**src/rtl/fetch_stage.sv**
```systemverilog
// Instruction-fetch stage: owns the PC, drives imem, and fills the IF/ID register.
// A halt FSM freezes fetch, waits for the back end to drain, then reports halted.
//
// state   | meaning
// --------+-----------------------------------------------------------
// RUN     | normal fetch; flush > halt > stall > advance
// DRAIN   | HALT seen in ID; PC frozen, bubbles issued, counting down
// HALTED  | pipeline empty, o_halted=1, waiting for debug resume
// (3)     | unreachable encoding, recovers to RUN on the next edge

module fetch_stage #(
   parameter int unsigned          PC_WIDTH     = 32,
   parameter logic [PC_WIDTH-1:0]  RESET_PC     = '0,
   parameter int unsigned          DRAIN_CYCLES = 3,
   parameter logic [31:0]          NOP_INSTR    = 32'h0000_0000
) (
   input  logic                i_clk,
   input  logic                i_reset,
   input  logic                i_stall,
   input  logic                i_flush,
   input  logic [PC_WIDTH-1:0] i_redirect_pc,
   input  logic                i_halt,
   input  logic                i_resume,
   input  logic [PC_WIDTH-1:0] i_resume_pc,
   output logic [PC_WIDTH-1:0] o_imem_addr,
   input  logic [31:0]         i_imem_data,
   output logic [31:0]         o_if_id_instr,
   output logic [PC_WIDTH-1:0] o_if_id_pc_plus4,
   output logic                o_if_id_valid,
   output logic                o_halted,
   output logic [1:0]          o_state
);

   typedef enum logic [1:0] {
      ST_RUN     = 2'd0,
      ST_DRAIN   = 2'd1,
      ST_HALTED  = 2'd2,
      ST_ILLEGAL = 2'd3
   } state_t;

   // Counter is loaded with N-1 so HALTED is reached exactly N edges after HALT.
   localparam logic [3:0] DRAIN_INIT = 4'(DRAIN_CYCLES - 1);

   state_t              state_q;
   logic [PC_WIDTH-1:0] pc_q;
   logic [PC_WIDTH-1:0] pc_plus4_d;
   logic [31:0]         instr_q;
   logic [PC_WIDTH-1:0] pc_plus4_q;
   logic                valid_q;
   logic                halted_q;
   logic [3:0]          cnt_q;

   assign pc_plus4_d = pc_q + PC_WIDTH'(4);

   always_ff @(posedge i_clk) begin
      if (i_reset) begin
         state_q    <= ST_RUN;
         pc_q       <= RESET_PC;
         instr_q    <= NOP_INSTR;
         pc_plus4_q <= '0;
         valid_q    <= 1'b0;
         halted_q   <= 1'b0;
         cnt_q      <= 4'd0;
      end else begin
         case (state_q)
            ST_RUN: begin
               if (i_flush) begin
                  // A HALT arriving with a flush is on the wrong path and is dropped.
                  pc_q    <= i_redirect_pc;
                  instr_q <= NOP_INSTR;
                  valid_q <= 1'b0;
               end else if (i_halt) begin
                  instr_q <= NOP_INSTR;
                  valid_q <= 1'b0;
                  cnt_q   <= DRAIN_INIT;
                  state_q <= ST_DRAIN;
               end else if (!i_stall) begin
                  instr_q    <= i_imem_data;
                  pc_plus4_q <= pc_plus4_d;
                  valid_q    <= 1'b1;
                  pc_q       <= pc_plus4_d;
               end
            end
            ST_DRAIN: begin
               if (cnt_q == 4'd0) begin
                  state_q  <= ST_HALTED;
                  halted_q <= 1'b1;
               end else begin
                  cnt_q <= cnt_q - 4'd1;
               end
            end
            ST_HALTED: begin
               if (i_resume) begin
                  pc_q     <= i_resume_pc;
                  state_q  <= ST_RUN;
                  halted_q <= 1'b0;
               end
            end
            default: begin
               state_q  <= ST_RUN;
               instr_q  <= NOP_INSTR;
               valid_q  <= 1'b0;
               halted_q <= 1'b0;
            end
         endcase
      end
   end

   assign o_imem_addr      = pc_q;
   assign o_if_id_instr    = instr_q;
   assign o_if_id_pc_plus4 = pc_plus4_q;
   assign o_if_id_valid    = valid_q;
   assign o_halted         = halted_q;
   assign o_state          = state_q;

endmodule

```
**config.mk**
```make
export PLATFORM = sky130hd
export DESIGN_NAME = fetch_stage
export DESIGN_NICKNAME = d
export VERILOG_FILES = /design/src/rtl/fetch_stage.sv
export SDC_FILE = /design/constraint.sdc
export NUM_CORES = 1
export LEC_CHECK = 0
export CAP_MARGIN = 10
export CORE_AREA = 2 2 124 126
export DETAILED_ROUTE_END_ITERATION = 7
export DIE_AREA = 0 0 126 128
export PLACE_DENSITY = 0.68
export SLEW_MARGIN = 30
export SYNTH_ARGS = -nofsm -noshare
export SYNTH_HDL_FRONTEND = slang
export SYNTH_SLANG_ARGS = --single-unit
```
**constraint.sdc**
```tcl
create_clock -name i_clk -period 2.8 [get_ports i_clk]
set_clock_uncertainty 0.2 [all_clocks]
set_input_delay 0.56 -clock i_clk [delete_from_list [all_inputs] [get_ports i_clk]]
set_output_delay 0.56 -clock i_clk [all_outputs]
set_load 0.005 [all_outputs]
```
======== Word level (Yosys, flattened, before mapping) ========
Index checks and enable logic that the tools add are counted.
word-level totals
  output and inout bits ................... 100
  register bits after elaboration ......... 104
  input bits .............................. 102
  logic and storage cells ................. 60
operators by class
  mux-type cells .......................... 25
  reductions and logical operators ........ 11
  bitwise gates (word level) .............. 5
  add/subtract/negate cells ............... 2
  eq/ne operators ......................... 10
operator list
  kind                                                  number
  2-to-1 mux 32 bit                                     7
  one-hot mux 32 bit (2 select lines)                   2
  adder 32 x 3 -> 32 bit (second input constant)        1
  AND reduction 4 bit                                   4
  2-to-1 mux 4 bit                                      3
  != test 2 bit (second input constant)                 5
  2-to-1 mux 2 bit                                      4
  one-hot mux 4 bit (2 select lines)                    1
  != test 3 bit (second input constant)                 2
  one-hot mux 2 bit (3 select lines)                    1
  2-to-1 mux 1 bit                                      5
  NOT 1 bit                                             5
  zero test 4 bit                                       1
  != test 4 bit (second input constant)                 1
  nonzero test 2 bit                                    2
  subtractor 4 x 1 -> 4 bit (second input constant)     1
  one-hot mux 1 bit (3 select lines)                    1
  AND reduction 3 bit                                   1
  equality test 2 x 1 -> 1 bit (second input constant)  1
  equality test 2 bit (second input constant)           1
  zero test 2 bit                                       1
  one-hot mux 1 bit (2 select lines)                    1
  AND reduction 2 bit                                   1
  OR reduction 2 bit                                    1

======== Logic depth before layout (Yosys ltp) ========
Gate-level depths: netlist of the first run.
  word-level depth ........................ 5
  depth in mapped cells ................... 10
  depth with buffers taken out ............ 7

======== Least setup slack after synthesis of the first run ========
Ideal clock, no wire load.
  path kind ............................... register to register
  start point ............................. register state_q[0] (netlist: o_state[0])
  end point ............................... register pc_q[27] (netlist: o_imem_addr[27])
  setup time .............................. 95 ps
  arrival ................................. 1,915 ps
  clock period less this slack ............ 2,210 ps
  path buffers ............................ 3
  required time ........................... 2,505 ps
  cell stages (with the launch flop) ...... 10
  path slack .............................. 590 ps
  path through ............................ dfxtp_1 -> inv_1 -> ha_1 -> buf_2 -> nand2b_1 -> o221a_2 -> clkbuf_1 -> clkbuf_1 -> o21ai_0 -> a221oi_1
between the ends
  cells in the longest elaborated chain, start to end .. 3
  elaborated cells between the ends (all ways) .. 8
  classes of those cells .................. eq/ne: 4; mux: 1; reduce/logical: 3
RTL lines
  element                                                 line  text
  start, declared                                         44    state_t state_q;
  start signal, assigned                                  57    state_q <= ST_RUN;
  start signal, assigned                                  76    state_q <= ST_DRAIN;
  start signal, assigned                                  86    state_q <= ST_HALTED;
  equality test 2 bit or zero test 2 bit (tied branches)  65    case (state_q)
  != test 2 bit (no source line) (tied with other cells)  n/a
  AND reduction 4 bit (no source line)                    n/a
  end signal, assigned                                    69    pc_q <= i_redirect_pc;
  end signal, assigned                                    81    pc_q <= pc_plus4_d;
  end signal, assigned                                    94    pc_q <= i_resume_pc;
  end, declared                                           45    logic [PC_WIDTH-1:0] pc_q;
Parallel ways exist; a longest one is shown, timed or not.
A chain may end at the register's enable or synchronous reset.

======== Final worst setup path of the first run ========
  start point ............................. register pc_q[4] (netlist: o_imem_addr[4])
  end point ............................... register pc_q[17] (netlist: o_imem_addr[17])
between the ends
  cells in the longest elaborated chain, start to end .. 5
RTL lines
  element                              line  text
  adder 32 x 3 -> 32 bit               53    assign pc_plus4_d = pc_q + PC_WIDTH'(4);
  2-to-1 mux 32 bit                    77    end else if (!i_stall) begin
  2-to-1 mux 32 bit                    72    end else if (i_halt) begin
  2-to-1 mux 32 bit                    67    if (i_flush) begin
  one-hot mux 32 bit (2 select lines)  65
No other way between the ends. The select of a mux whose other input is x is not followed.

==> flow_summary.json, run 1 <==
{
  "status": "complete, no violations",
  "n_fill_cell": 1446,
  "dieHeight_um": 128,
  "place_area_mm2": 0.00735,
  "area_growth_pct": 50.3,
  "drc": 0,
  "antenna_found_initial": 0,
  "ys_seq_elements": 104,
  "rsz0062_at_grt": "no",
  "yosys_warnings": 0,
  "power_leakage_nw": 2.66,
  "coreArea_mm2": 0.0149,
  "slew_viol_final": 0,
  "critPathKind": "flop to flop",
  "wl_mm": 17.9,
  "layout_common_cells": "200 x clkdlybuf4s50_1, 104 x dfxtp_1, 78 x nor2_1",
  "root_buffer": "clkbuf_16",
  "post_drt_wl_per_cell_um": 17.8,
  "finalSetupViolations": 0,
  "clock-sinks": 104,
  "worstPathMaxFanout": 9,
  "hold_buffers": 0,
  "async_reset_ff_share_pct": 0,
  "die_area_mm2": 0.0161,
  "synth_largest_area_cell": "dfxtp_1",
  "grt_overflow": 0,
  "dp.cells": 985,
  "cp.arrival_ns": 2.48,
  "io_buffers": 201,
  "fin_nets": 916,
  "path_clk_slew_ns": 0.07,
  "hold_viol_final": 0,
  "drtPass1Iterations": 5,
  "first_global_vias": 5504,
  "min_period_over_period_pct": 87.0,
  "fmax_mhz": 410,
  "grt_usage_pct": 21.9,
  "start_util_pct": 34.1,
  "final_antenna_net_count": 0,
  "synth_cell_type_count": 56,
  "synth_top_flop_cell": "dfxtp_1",
  "place.gp.congestion": 0.833,
  "htreeDepth": 3,
  "worstSetupStartpointType": "flop",
  "vias": 5441,
  "relSlewSlack_pct": 55.3,
  "fin_area_mm2": 0.00762,
  "finish.utilization_pct": 51.3,
  "end_kind": "flop",
  "cellPowerDensity_mw_per_mm2": 516,
  "worst_slew_pin_slew_ns": 0.671,
  "rows": 45,
  "postCtsSetupBuffers": 0,
  "antenna_cells": 0,
  "drive_gt1_share_pct": 7.01,
  "netlist_instances": 622,
  "syn_avg_cell_area_um2": 8.16,
  "synth_edf_count": 0,
  "synth_top_cell_area_share_pct": 41.0,
  "ir_drop_v": 0.000249,
  "synth_fp_nets": 730,
  "layout_commonest_cell": "clkdlybuf4s50_1",
  "clk_latency_ns": 0.36,
  "cts_buffers": 9,
  "hold_class": "flop to flop",
  "yosysSeqAreaShare_pct": 41.0,
  "dp_hpwl_mm": 13.0,
  "cts_resized": 0,
  "cts_tree": "yes",
  "grt_max_degree": 79,
  "drtIter0Drc": 370,
  "post-route-min-period_ns": 2.44,
  "max-cap-violations": 0,
  "ios": 202,
  "die_w_um": 126,
  "syn_area_mm2": 0.00507,
  "synth.area.top_cells": "dfxtp_1 41%, nor2_1 5.8%, a21oi_1 5.5%",
  "viasPerCell": 5.44,
  "cts_buffer_depth": 2,
  "grt_pass1_wl_mm": 28.4,
  "cp.required_ns": 2.84,
  "fin_cells": 1001,
  "setup_tns_ns": 0
}
-- cells in the mapped netlist (3+ instances only) --
cell / count
a31o_2: 4
xnor2_1: 22
buf_1: 3
or3_1: 3
mux2i_1: 5
nand4_1: 11
o221ai_1: 5
nor4_1: 4
clkbuf_1: 39
nor2b_1: 4
o211ai_1: 9
a211oi_1: 15
o31ai_1: 3
xor2_1: 8
and3_1: 6
o22ai_1: 10
a22oi_1: 35
nor3_1: 15
and4_1: 8
nor2_1: 79
nand3_1: 14
a221oi_1: 5
buf_4: 4
nand2b_1: 4
o21a_1: 3
a222oi_1: 3
ha_1: 6
nand2_1: 38
dfxtp_1: 104
a21oi_1: 56
buf_2: 6
o21ai_0: 44
inv_1: 17
-- registers in the layout (all words and copies together) (netlist names) --
name,count
o_if_id_valid,1
o_halted,1
o_state,2
o_imem_addr,32
o_if_id_instr,32
o_if_id_pc_plus4,32
cnt_q,4
-- routing by layer --
layer | GRT usage [%] | share of wire (%)
met1 | 27.2 | 43
met2 | 36.6 | 47
met3 | 5.84 | 8.5
met4 | 7.95 | 1.8
met5 | 0 | 0
-- per-stage QoR --
step | hold WS, ns | setup WS [ns] | power (W)
floorplan | 0.246 | 0.590 | 0.00222
global placement | 0.248 | 0.170 | 0.00275
detailed placement | 0.265 | 0.123 | 0.00277
CTS | 0.272 | 0.391 | 0.00397
global route | 0.297 | 0.221 | 0.00413
finish | 0.270 | 0.364 | 0.00393
-- kinds of logic (layout without fill, tap and decap cells) --
kind of cell	count (synthesis)	after routing	share of synthesized area, %
AOI/OAI and AO/OA	210	210	27.2
and+or+nand+nor	195	195	18.3
DFF	104	104	41.0
buffers and inverters	72	263	5.82
xor gates and xnor gates	30	30	5.18
adders and majority gates	6	6	1.48
muxes	5	5	0.986
-- area by class of cell --
cell class / count / area [um^2] / share of cell area, %
inverter: 18 / 67.6 / 0.886
sequential: 104 / 2080 / 27.3
multi-input combinational: 446 / 2710 / 35.5
tap: 188 / 235 / 3.09
timing repair buffer: 229 / 2250 / 29.6
clock inverter: 5 / 32.5 / 0.427
clock buffer: 11 / 243 / 3.18
-- critical path, cell delays in order, from the launching register on --
cell	delay, ns
dfxtp_1	0.51
nand4_1	0.23
or4_1	0.70
or3_1	0.39
a221oi_2	0.21
nor2_1	0.07
-- path summary, 6_finish.rpt --
kind / end / cells past startpoint / startpoint / slack [ns]
setup / recovery: o_imem_addr[17] / 5 / o_imem_addr[4] / 0.36
hold / removal: o_if_id_pc_plus4[0] / 2 / o_if_id_pc_plus4[0] / 0.27
setup reg to reg: o_imem_addr[17] / 5 / o_imem_addr[4] / 0.36
hold reg to reg: o_if_id_pc_plus4[0] / 2 / o_if_id_pc_plus4[0] / 0.27
-- where the power goes --
| part | internal (W) | switching, W | leakage, nW | total (W) |
|---|---|---|---|---|
| Sequential | 0.00159 | 0.000134 | 0.849 | 0.00172 |
| Combinational | 0.000548 | 0.000465 | 1.67 | 0.00101 |
| Clock | 0.000627 | 0.000570 | 0.139 | 0.00120 |
No activity file was read; power rests on OpenSTA's default activity.
==> run 2, diff against run 1 <==
==> constraint.sdc (replaced) <==
create_clock -name i_clk -period 2.3 [get_ports i_clk]
set_clock_uncertainty 0.2 [all_clocks]
set_input_delay 0.46 -clock i_clk [delete_from_list [all_inputs] [get_ports i_clk]]
set_output_delay 0.46 -clock i_clk [all_outputs]
set_load 0.005 [all_outputs]
==> run 2 against run 1 <==
Global-route usage increased by 0.34 points. Cell area increased by 5.0%. Via count increased by 3.7%. Sequential share of layout area decreased by 1.3 points. Power increased by 28%. Worst setup slack got worse by 0.27 ns. Cell count increased by 3.7%. Fmax increased by 10%. Combinational power increased by 38%. Utilization increased by 2.6 points. Routed wire length increased by 1.4%.
==> flow_summary.json, run 2 (same netlist as run 1, synthesis figures left out) <==
{
  "reg2reg_slack_ns": 0.09,
  "setup_tns_ns": 0,
  "drive_gt1_share_pct": 12.1,
  "clk_latency_ns": 0.36,
  "post_drt_wl_per_cell_um": 17.5,
  "max-cap-violations": 0,
  "fin_nets": 953,
  "fmax_mhz": 452,
  "vias": 5640,
  "die_w_um": 126,
  "seq_power_share_pct": 40.7,
  "path_clk_slew_ns": 0.07,
  "cellPowerDensity_mw_per_mm2": 629,
  "cts_tree": "yes",
  "viasPerCell": 5.43,
  "worstPathMaxFanout": 5,
  "finish.utilization_pct": 53.9,
  "final_antenna_net_count": 0,
  "multi_input_area_mm2": 0.00275,
  "drtPass1Iterations": 5,
  "root_buffer": "clkbuf_16",
  "min_period_over_period_pct": 96.1,
  "worstSetupStartpointType": "flop",
  "r2r_start": "o_imem_addr[2]",
  "antenna_cells": 0,
  "drc": 0,
  "hold_path_end": "o_if_id_pc_plus4[1]",
  "coreArea_mm2": 0.0149,
  "end_kind": "flop",
  "post-route-min-period_ns": 2.21,
  "wl_mm": 18.1,
  "first_global_vias": 5696,
  "reg2reg_depth": 6,
  "worstHoldPathCells": 2,
  "layout_common_cells": "200 x clkdlybuf4s50_1, 103 x dfxtp_1, 77 x nor2_1",
  "grt_pass1_wl_mm": 28.8,
  "finalSetupViolations": 0,
  "min_from": "o_if_id_pc_plus4[1]",
  "hold_viol_final": 0,
  "drtIter0Drc": 376,
  "dieHeight_um": 128,
  "clock-sinks": 104,
  "p_sw_share_pct": 29.5,
  "htreeDepth": 3,
  "grt_max_degree": 79,
  "antenna_found_initial": 0,
  "cts_buffers": 9,
  "cts_buffer_depth": 2,
  "pre_cts_slack_ns": -0.177,
  "clkPwrFrac_pct": 31.6,
  "rows": 45,
  "start_util_pct": 34.1,
  "die_area_mm2": 0.0161,
  "layout_commonest_cell": "clkdlybuf4s50_1",
  "hold_class": "flop to flop",
  "grt_overflow": 0,
  "dp_hpwl_mm": 13.6,
  "ios": 202,
  "cp.required_ns": 2.33,
  "critPathKind": "flop to flop",
  "slew_viol_final": 0,
  "worst_slew_pin_slew_ns": 0.404,
  "place.gp.congestion": 0.879,
  "combinationalPowerShare_pct": 27.7,
  "n_fill_cell": 1366,
  "grt_usage_pct": 22.2,
  "internal_power_w": 0.00355,
  "relSlewSlack_pct": 73.1,
  "whs_ns": 0.263,
  "rr_endpoint": "o_imem_addr[22]",
  "netSwitchingPower_w": 0.00149,
  "io_buffers": 201,
  "hold_buffers": 0,
  "power_leakage_nw": 2.87,
  "regArea_mm2": 0.00208,
  "area_growth_pct": 57.8,
  "setup_slack_ns": 0.0897,
  "ir_drop_v": 0.000412,
  "cp.arrival_ns": 2.24,
  "startpoint": "o_imem_addr[2]",
  "status": "complete, no violations"
}
-- run 2: cell types whose count changed in the layout (fill, tap and decap cells not counted), sizes merged --
| cell | change |
|---|---|
| buf | +37 |
| bufinv | +1 |
| clkbuf | -2 |
| clkinv | -3 |
| clkinvlp | +2 |
| inv | +2 |
-- run 2: worst max-delay path by stage --
stage                                end  slack [ns]
finish                   o_imem_addr[22]        0.09
global route             o_imem_addr[19]       -0.02
CTS                 o_if_id_pc_plus4[28]       0.004
detailed placement       o_imem_addr[28]       -0.18
global placement         o_imem_addr[10]       -0.09
floorplan                o_imem_addr[27]        0.09
-- run 2: repair_timing --
item | 4_1_cts | 5_1_grt
pin swaps | 0 | 1
resized for setup | 2 | 8
buffers inserted | 0 | 1
setup endpoints to repair | 1 | 62
-- run 2: metrics by stage --
step / cells / area, um^2 / power, W
floorplan: 622 / 5070 / 0.00270
global placement: 1021 / 7660 / 0.00345
global route: 1038 / 8010 / 0.00529
CTS: 1037 / 7970 / 0.00507
detailed placement: 1021 / 7660 / 0.00347
finish: 1038 / 8010 / 0.00504
-- run 2: routing by layer --
metal | vias to the layer above | global-route usage (%) | routed length [um]
met2 | 241 | 37.3 | 8640
met4 | 0 | 8.14 | 297
met3 | 20 | 6.22 | 1440
met5 | - | 0 | 0
li1 | 2719 | - | -
met1 | 2660 | 27.3 | 7750
-- run 2: power by group through the flow --
stage | clock network, W | registers (W) | logic (W)
4_1_cts | 0.00163 | 0.00205 | 0.00139
6_report | 0.00159 | 0.00205 | 0.00139
2_1_floorplan | 0 | 0.00209 | 0.000609
3_5_place_dp | 0 | 0.00209 | 0.00138
3_3_place_gp | 0 | 0.00208 | 0.00136
5_1_grt | 0.00170 | 0.00207 | 0.00152
-- run 2: layout make-up --
class / instances / area share, %
well taps: 188 / 2.94
flip-flops and latches: 104 / 26.0
clock inverters: 7 / 0.985
repair buffers: 266 / 32.1
multi-input cells: 446 / 34.3
inverters: 18 / 0.844
clock buffers: 9 / 2.81
-- run 2: worst max-delay path: stages, from the launching register on --
cell	delay, ns
dfxtp_1	0.40
ha_1	0.25
and4_2	0.33
nand4_1	0.25
or3_1	0.41
o211ai_1	0.12
a211oi_1	0.12
==> run 3, diff against run 2 <==
--- a/config.mk
+++ b/config.mk
@@ -6,9 +6,9 @@
 export NUM_CORES = 1
 export LEC_CHECK = 0
 export CAP_MARGIN = 10
-export CORE_AREA = 2 2 124 126
+export CORE_AREA = 2 2 130 120
 export DETAILED_ROUTE_END_ITERATION = 7
-export DIE_AREA = 0 0 126 128
+export DIE_AREA = 0 0 132 122
 export PLACE_DENSITY = 0.68
 export SLEW_MARGIN = 30
 export SYNTH_ARGS = -nofsm -noshare
==> run 3 against run 2 <==
Routed wire length down 0.41%. Worst hold slack lost 0.0043 ns. Largest cell class unchanged. Cell count up 2.0%. Critical path depth did not move. Cell area grew 0.83%. Utilization grew 0.30 points. Sequential share of layout area is 0.21 points lower. Sequential cell count did not move. Global-route usage grew 0.077 points. Fmax is 1.0% higher. Register-to-register slack gained 0.02 ns.
==> flow_summary.json, run 3 (same netlist as run 1, synthesis figures left out) <==
{
  "status": "complete, no violations",
  "setup_tns_ns": 0,
  "max-cap-violations": 0,
  "rsz0062_at_grt": "no",
  "layout_commonest_cell": "clkdlybuf4s50_1",
  "final_antenna_net_count": 0,
  "hold_class": "flop to flop",
  "endpoint": "o_imem_addr[21]",
  "finish.utilization_pct": 54.2,
  "min_period_over_period_pct": 95.1,
  "grt_pass1_wl_mm": 28.8,
  "power_leakage_nw": 2.90,
  "relSlewSlack_pct": 73.3,
  "dp_hpwl_mm": 13.5,
  "vias": 5664,
  "ios": 202,
  "layout_common_cells": "200 x clkdlybuf4s50_1, 103 x dfxtp_1, 78 x nor2_1",
  "antenna_found_initial": 0,
  "post_drt_wl_per_cell_um": 17.0,
  "die_area_mm2": 0.0161,
  "post-route-min-period_ns": 2.19,
  "worstSetupStartpointType": "flop",
  "fin_area_mm2": 0.00807,
  "fin_cells": 1059,
  "viasPerCell": 5.35,
  "first_global_vias": 5546,
  "coreArea_mm2": 0.0149,
  "cts_buffers": 9,
  "reg2reg_slack_ns": 0.11,
  "place_area_mm2": 0.00775,
  "grt_usage_pct": 22.3,
  "drtPass1Iterations": 6,
  "fmax_mhz": 457,
  "critPathKind": "flop to flop",
  "htreeDepth": 3,
  "grt_overflow": 0,
  "pre_cts_slack_ns": -0.186,
  "rr_endpoint": "o_imem_addr[21]",
  "antenna_cells": 0,
  "worst_slew_pin_slew_ns": 0.401,
  "path_clk_slew_ns": 0.07,
  "clk_latency_ns": 0.35,
  "area_growth_pct": 59.1,
  "root_buffer": "clkbuf_16",
  "dp.cells": 1043,
  "place.gp.congestion": 0.913,
  "startpoint": "o_imem_addr[14]",
  "hold_viol_final": 0,
  "slew_viol_final": 0,
  "drc": 0,
  "io_buffers": 201,
  "grt_max_degree": 79,
  "worstPathMaxFanout": 7,
  "reg2reg_depth": 6,
  "cts_tree": "yes",
  "ir_drop_v": 0.000365,
  "postCtsSetupBuffers": 0,
  "cts_buffer_depth": 2,
  "cellPowerDensity_mw_per_mm2": 625,
  "die_w_um": 132,
  "drtIter0Drc": 470,
  "cp.arrival_ns": 2.25,
  "r2r_start": "o_imem_addr[14]",
  "setup_slack_ns": 0.112,
  "end_kind": "flop",
  "cp.required_ns": 2.36,
  "start_util_pct": 34.0,
  "finalSetupViolations": 0,
  "rows": 43,
  "wl_mm": 18.0,
  "n_fill_cell": 1362,
  "drive_gt1_share_pct": 12.4,
  "dieHeight_um": 122,
  "clock-sinks": 104,
  "fin_nets": 960,
  "hold_buffers": 0,
  "cts_resized": 0
}
-- run 3: changes by cell type in the layout (fill, tap and decap cells not counted), sizes merged --
cell      before  now
buf           66   73
clkinvlp       2    3
clkinv         3    2
-- run 3: per-layer routing --
| layer | wire length [um] | track usage (%) | share of wire (%) |
|---|---|---|---|
| met5 | 0 | 0 | 0 |
| met1 | 7800 | 28.1 | 43 |
| met4 | 157 | 4.55 | 0.87 |
| met2 | 8490 | 38.0 | 47 |
| met3 | 1600 | 6.70 | 8.9 |
-- run 3: report_power, final --
part | switching, W | internal [W] | leakage [nW] | total [W]
Combinational | 0.000645 | 0.000769 | 1.92 | 0.00141
Clock | 0.000732 | 0.000854 | 0.139 | 0.00159
Sequential | 0.000113 | 0.00193 | 0.849 | 0.00205
-- run 3: worst max-delay path, cell delays in order, from the launching register on --
cell     delay, ns
dfxtp_1       0.45
nand3_1       0.10
or4_1         0.58
buf_4         0.19
nor3_2        0.22
nor3_1        0.08
nor4b_1       0.27
-- run 3: how the worst min path moves through the flow --
| stage | from | endpoint | slack, ns | cells past startpoint |
|---|---|---|---|---|
| 2_1_floorplan | o_imem_addr[0] | o_if_id_pc_plus4[0] | 0.25 | 2 |
| 3_3_place_gp | o_if_id_pc_plus4[3] | o_if_id_pc_plus4[3] | 0.25 | 2 |
| 3_5_place_dp | o_if_id_pc_plus4[3] | o_if_id_pc_plus4[3] | 0.25 | 2 |
| 4_1_cts | o_if_id_pc_plus4[3] | o_if_id_pc_plus4[3] | 0.26 | 2 |
| 5_1_grt | o_if_id_pc_plus4[1] | o_if_id_pc_plus4[1] | 0.28 | 2 |
| 6_report | o_if_id_pc_plus4[3] | o_if_id_pc_plus4[3] | 0.26 | 2 |
-- run 3: cell type report --
cell class              count  area [um^2]  area share, %
multi-input cells         446         2730           33.8
repair buffers            273         2640           32.6
flip-flops and latches    104         2080           25.8
well taps                 202          253           3.13
clock buffers               9          225           2.79
clock inverters             7         78.8          0.976
inverters                  18         67.6          0.837
-- run 3: stage by stage --
stage | hold slack [ns] | total power, W
after floorplan | 0.246 | 0.00270
after global placement | 0.248 | 0.00346
after detailed placement | 0.251 | 0.00349
after CTS | 0.262 | 0.00509
after global routing | 0.285 | 0.00530
final | 0.258 | 0.00505
